<file path="src/rtl/cdc_bus_tx_arbiter.sv">
// Round-robin owner of one CDC bus: latches the winning word and runs a four-phase enable/ack handshake.
// Grant one cycle after request; 4+2*NUM_STAGES cycles per word; later requesters hold until granted.
module cdc_bus_tx_arbiter #(
    parameter int BUS_WIDTH  = 8,
    parameter int NUM_REQ    = 2,
    parameter int NUM_STAGES = 2,
    parameter int TIMEOUT    = 64
) (
    input  logic                           clk,
    input  logic                           rst,
    input  logic [NUM_REQ-1:0]             req,
    input  logic [NUM_REQ*BUS_WIDTH-1:0]   req_data,
    output logic [NUM_REQ-1:0]             grant,
    output logic [BUS_WIDTH-1:0]           unsync_bus,
    output logic                           bus_enable,
    input  logic                           ack_async,
    output logic                           busy,
    output logic                           done,
    output logic                           err,
    input  logic                           err_clr
);
    localparam int PW = $clog2(NUM_REQ);
    localparam int CW = $clog2(TIMEOUT);

    typedef enum logic [1:0] {IDLE, SETUP, WAIT_ACK, WAIT_REL} state_t;

    state_t                state, state_nxt;
    logic [PW-1:0]         ptr, ptr_nxt, win, idx;
    logic [PW:0]           sum;
    logic                  win_vld;
    logic [CW-1:0]         cnt, cnt_nxt;
    logic [NUM_STAGES-1:0] ack_meta;
    logic                  ack_sync;
    logic [BUS_WIDTH-1:0]  bus_nxt;
    logic [NUM_REQ-1:0]    grant_nxt;
    logic                  en_nxt, done_nxt, err_set;

    assign ack_sync = ack_meta[NUM_STAGES-1];
    assign busy     = (state != IDLE);

    // First asserted request at or above ptr, wrapping around.
    always_comb begin
        win     = '0;
        win_vld = 1'b0;
        sum     = '0;
        idx     = '0;
        for (int k = 0; k < NUM_REQ; k++) begin
            sum = {1'b0, ptr} + (PW+1)'(k);
            if (sum >= (PW+1)'(NUM_REQ))
                sum = sum - (PW+1)'(NUM_REQ);
            idx = sum[PW-1:0];
            if (!win_vld && req[idx]) begin
                win_vld = 1'b1;
                win     = idx;
            end
        end
    end

    always_comb begin
        state_nxt = state;
        ptr_nxt   = ptr;
        cnt_nxt   = cnt;
        bus_nxt   = unsync_bus;
        grant_nxt = '0;
        en_nxt    = bus_enable;
        done_nxt  = 1'b0;
        err_set   = 1'b0;
        case (state)
            IDLE: begin
                if (win_vld) begin
                    bus_nxt   = req_data[win*BUS_WIDTH +: BUS_WIDTH];
                    grant_nxt = NUM_REQ'(1) << win;
                    ptr_nxt   = (win == PW'(NUM_REQ-1)) ? '0 : win + 1'b1;
                    state_nxt = SETUP;
                end
            end
            SETUP: begin
                en_nxt    = 1'b1;
                cnt_nxt   = '0;
                state_nxt = WAIT_ACK;
            end
            WAIT_ACK: begin
                // An ack arriving on the timeout edge still counts as a good transfer.
                if (ack_sync) begin
                    en_nxt    = 1'b0;
                    state_nxt = WAIT_REL;
                end else if (cnt == CW'(TIMEOUT-1)) begin
                    en_nxt    = 1'b0;
                    err_set   = 1'b1;
                    state_nxt = WAIT_REL;
                end else begin
                    cnt_nxt = cnt + 1'b1;
                end
            end
            WAIT_REL: begin
                if (!ack_sync) begin
                    done_nxt  = 1'b1;
                    state_nxt = IDLE;
                end
            end
            default: state_nxt = IDLE;
        endcase
    end

    always_ff @(posedge clk) begin
        if (rst) begin
            state      <= IDLE;
            ptr        <= '0;
            cnt        <= '0;
            ack_meta   <= '0;
            unsync_bus <= '0;
            grant      <= '0;
            bus_enable <= 1'b0;
            done       <= 1'b0;
            err        <= 1'b0;
        end else begin
            state      <= state_nxt;
            ptr        <= ptr_nxt;
            cnt        <= cnt_nxt;
            ack_meta   <= {ack_meta[NUM_STAGES-2:0], ack_async};
            unsync_bus <= bus_nxt;
            grant      <= grant_nxt;
            bus_enable <= en_nxt;
            done       <= done_nxt;
            if (err_set)
                err <= 1'b1;
            else if (err_clr)
                err <= 1'b0;
        end
    end
endmodule

</file>
<file path="config.mk">
export PLATFORM = sky130hd
export DESIGN_NAME = cdc_bus_tx_arbiter
export DESIGN_NICKNAME = d
export VERILOG_FILES = /design/src/rtl/cdc_bus_tx_arbiter.sv
export SDC_FILE = /design/constraint.sdc
export NUM_CORES = 1
export LEC_CHECK = 0
export CAP_MARGIN = 10
export CORE_ASPECT_RATIO = 0.6
export CORE_UTILIZATION = 24
export CTS_CLUSTER_DIAMETER = 40
export DETAILED_ROUTE_END_ITERATION = 10
export GPL_ROUTABILITY_DRIVEN = 0
export GPL_TIMING_DRIVEN = 0
export PLACE_DENSITY = 0.56
export REMOVE_ABC_BUFFERS = 1
export SYNTH_ARGS = -nofsm -noshare
export SYNTH_HDL_FRONTEND = slang
export SYNTH_SLANG_ARGS = --single-unit
</file>
<file path="constraint.sdc">
create_clock -name clk -period 1.8 [get_ports clk]
set_input_delay 0.27 -clock clk [delete_from_list [all_inputs] [get_ports clk]]
set_output_delay 0.27 -clock clk [all_outputs]
set_load 0.05 [all_outputs]
</file>
==> metrics.txt <==
IO Pins 36; Pint 1.27 mW; top cells by area, synth dfxtp_1, mux2i_1, a211oi_1, nor2_1, ha_1; sequential element share of the synthesized area 41.4%; setup violators final 0; GR Util met3 3.69%; die area 5130 um2; Slowest cell on crit path clkdlybuf4s50_1; Hold Path Class reg2reg; Critical Path End Type primary output; setup TNS 0 ps; Rows 19; post-synth cell types 34; Final nets 189; setup bufs post-CTS 0; CTS tree built; Worst-Margin Slew 963 ps; total gr overflow 0; CTS Buffer Depth 2; TritonCTS Buffers 3; register area 482 um2; Critical Path Start Type flip-flop; cell family with most CP delay buffers and inverters; WS Path Type reg2out; synthesized area 1160 um2; WL final 2780 um; Layout area overhead 40.8%; largest net degree at the start of global routing 27; CP cell instances clkdlybuf4s50_1; Vias 1,020; Inst Count DP 220; Place WS -90.8 ps; Sw Share around 44%; FFs w/ async S/R, synth 0%; area of the core roughly 4600 um2; GRT met1 Usage 14.4%; CTS clk-pin slew, worst paths 90 ps; crit path time final 1690 ps; 1st-pass router iterations 4; Flop pwr share a little under a third; HPWL after detailed placement roughly 2200 um; footprint of the multi-input gates 648 um2; Comb power frac 52.4%; setup ws final 113 ps; Die W between 90 and 100 um; drt drc 0; routed len/inst around 12 um; ant diodes 0; worst-path fanout max 2; port buffer count 35; critical path arrival 1420 ps; fraction of layout cells with a size suffix above 1 8.70%; Post-Syn Instances 129; EDFF count, synth 0; Skew-Pair Late Insertion Delay 270 ps; CP Data Required Time 1530 ps; post-synth top area share 41.4%; first-pass GRT wire length between 4000 and 5000 um; Initial DRC Count 18; flops & latches, synth 24; Lkg Pwr between 0.6 and 0.7 nW; WP buf/inv 1; Initial Util 25.2%; CTS sink cnt 24; share of the clock period used by the worst path 93.7%; vias in the first global route 1,001; Final Hold Fails 0; CP max stage delay 810 ps; GRT Max-Usage Layer met2; Filler cells 491; Root Driver clkbuf_8; Max Fclk 0.593 GHz; status finished clean; CTS Hold Bufs 0; Top FF cell, synth dfxtp_1; Yosys warnings 0; max_cap viols 0; remaining antenna violation count 0; FF-to-FF setup slack 110 ps; All-Layer GR Usage between 10% and 20%; antenna violations before repair 0; Final Slew Violations 0; Hold Slack 442 ps; skew final approximately 7.1 ps; PwrDens 1390 nW/um2; unrepaired setup endpoints after global routing false; P_sw between 1 and 1.5 mW; Vias/cell 4.55; Clock power frac between 15 and 20%; die height 55.9 um; Yosys top cell by area dfxtp_1; worst vdd ir 0.531 mV; Worst slew margin 35.6%; H-tree depth 1; grt met2 use 19.0%; Mean Syn Cell Area ~9.0 um2; post-route insts no fill 224
[power groups by stage]
stage | clock network (mW) | registers [mW] | logic, mW
after floorplan | 0 | 0.994 | 0.511
after global placement | 0 | 0.723 | 1.13
after detailed placement | 0 | 0.729 | 1.15
after CTS | 0.379 | 0.718 | 1.16
after global routing | 0.405 | 0.731 | 1.30
final | 0.367 | 0.718 | 1.20
[cell usage after synthesis, drive strengths merged, types with 2 or more instances]
| cell | n |
|---|---|
| a2111oi | 2 |
| o21ai | 2 |
| nand2b | 4 |
| and2 | 2 |
| clkbuf | 5 |
| nand2 | 8 |
| a31oi | 2 |
| dfxtp | 24 |
| a211oi | 10 |
| nand4 | 4 |
| nor2b | 2 |
| nand3 | 2 |
| buf | 3 |
| ha | 5 |
| inv | 5 |
| mux2i | 11 |
| a21oi | 7 |
| nor2 | 19 |
[worst register-to-register path: stages, from the launching register on]
cell and delay [ps]:
dfxtp_1 360, ha_1 300, and4_2 310, a211oi_2 290, nor4b_1 90, a41o_1 240
[path summary, 6_finish.rpt]
path,start,to,depth (start not counted)
max,unsync_bus[5]$_SDFFE_PP0P_,unsync_bus[5],1
min,ack_meta[0]$_SDFF_PP0_,ack_meta[1]$_SDFF_PP0_,1
max reg2reg,cnt[0]$_SDFFE_PP0P_,cnt[0]$_SDFFE_PP0P_,5
min reg2reg,ack_meta[0]$_SDFF_PP0_,ack_meta[1]$_SDFF_PP0_,1
[routing by layer]
metal	vias to the layer above	wire, um
met4	0	43
li1	527	-
met5	-	0
met1	472	1330
met2	17	1330
met3	4	83
[metrics by stage]
step                      power (mW)  instance area, um2  util, %
after floorplan                 1.50                1120        -
after global placement          1.85                1550     33.7
after detailed placement        1.88                1560     33.9
after CTS                       2.25                1620     35.2
after global routing            2.43                1640     35.5
final                           2.28                1640     35.5
[sequential cells by signal (all words and copies together) (netlist names), 2 cells and up]
name / flops
unsync_bus: 8
ack_meta: 2
grant: 2
cnt: 6
state: 2
[cells by family after synthesis]
family	after synthesis	share of synthesized area (%)
simple gates	46	19.7
fa+ha+maj	5	5.39
flops	24	41.4
buf+inv	13	4.74
mux	11	9.48
compound gates	30	19.3
[area by class of cell]
cell class | instances | area share, %
Multi-Input combinational cell | 92 | 39.6
Inverter | 5 | 1.15
Sequential cell | 24 | 29.5
Tap cell | 63 | 4.82
Timing Repair Buffer | 36 | 21.6
Clock buffer | 4 | 3.37
[what timing repair did]
action                     4_1_cts  5_1_grt
pin swaps                        0        1
cloned                           0        0
resized for setup                4        6
setup endpoints to repair        3       12
[placed cells by master (no fill, tap or decap), drive strengths merged, types with 2 or more instances in the layout]
cell and instances:
clkdlybuf4s50 34, dfxtp 24, nor2 19, mux2i 11, a211oi 10, nand2 8
a21oi 7, inv 5, ha 5, nand2b 4, nand4 4, clkbuf 4
and2 2, nand3 2, nor2b 2, a31oi 2, o21ai 2, a2111oi 2
buf 2
Note: power is estimated with default switching activity, not from simulation.
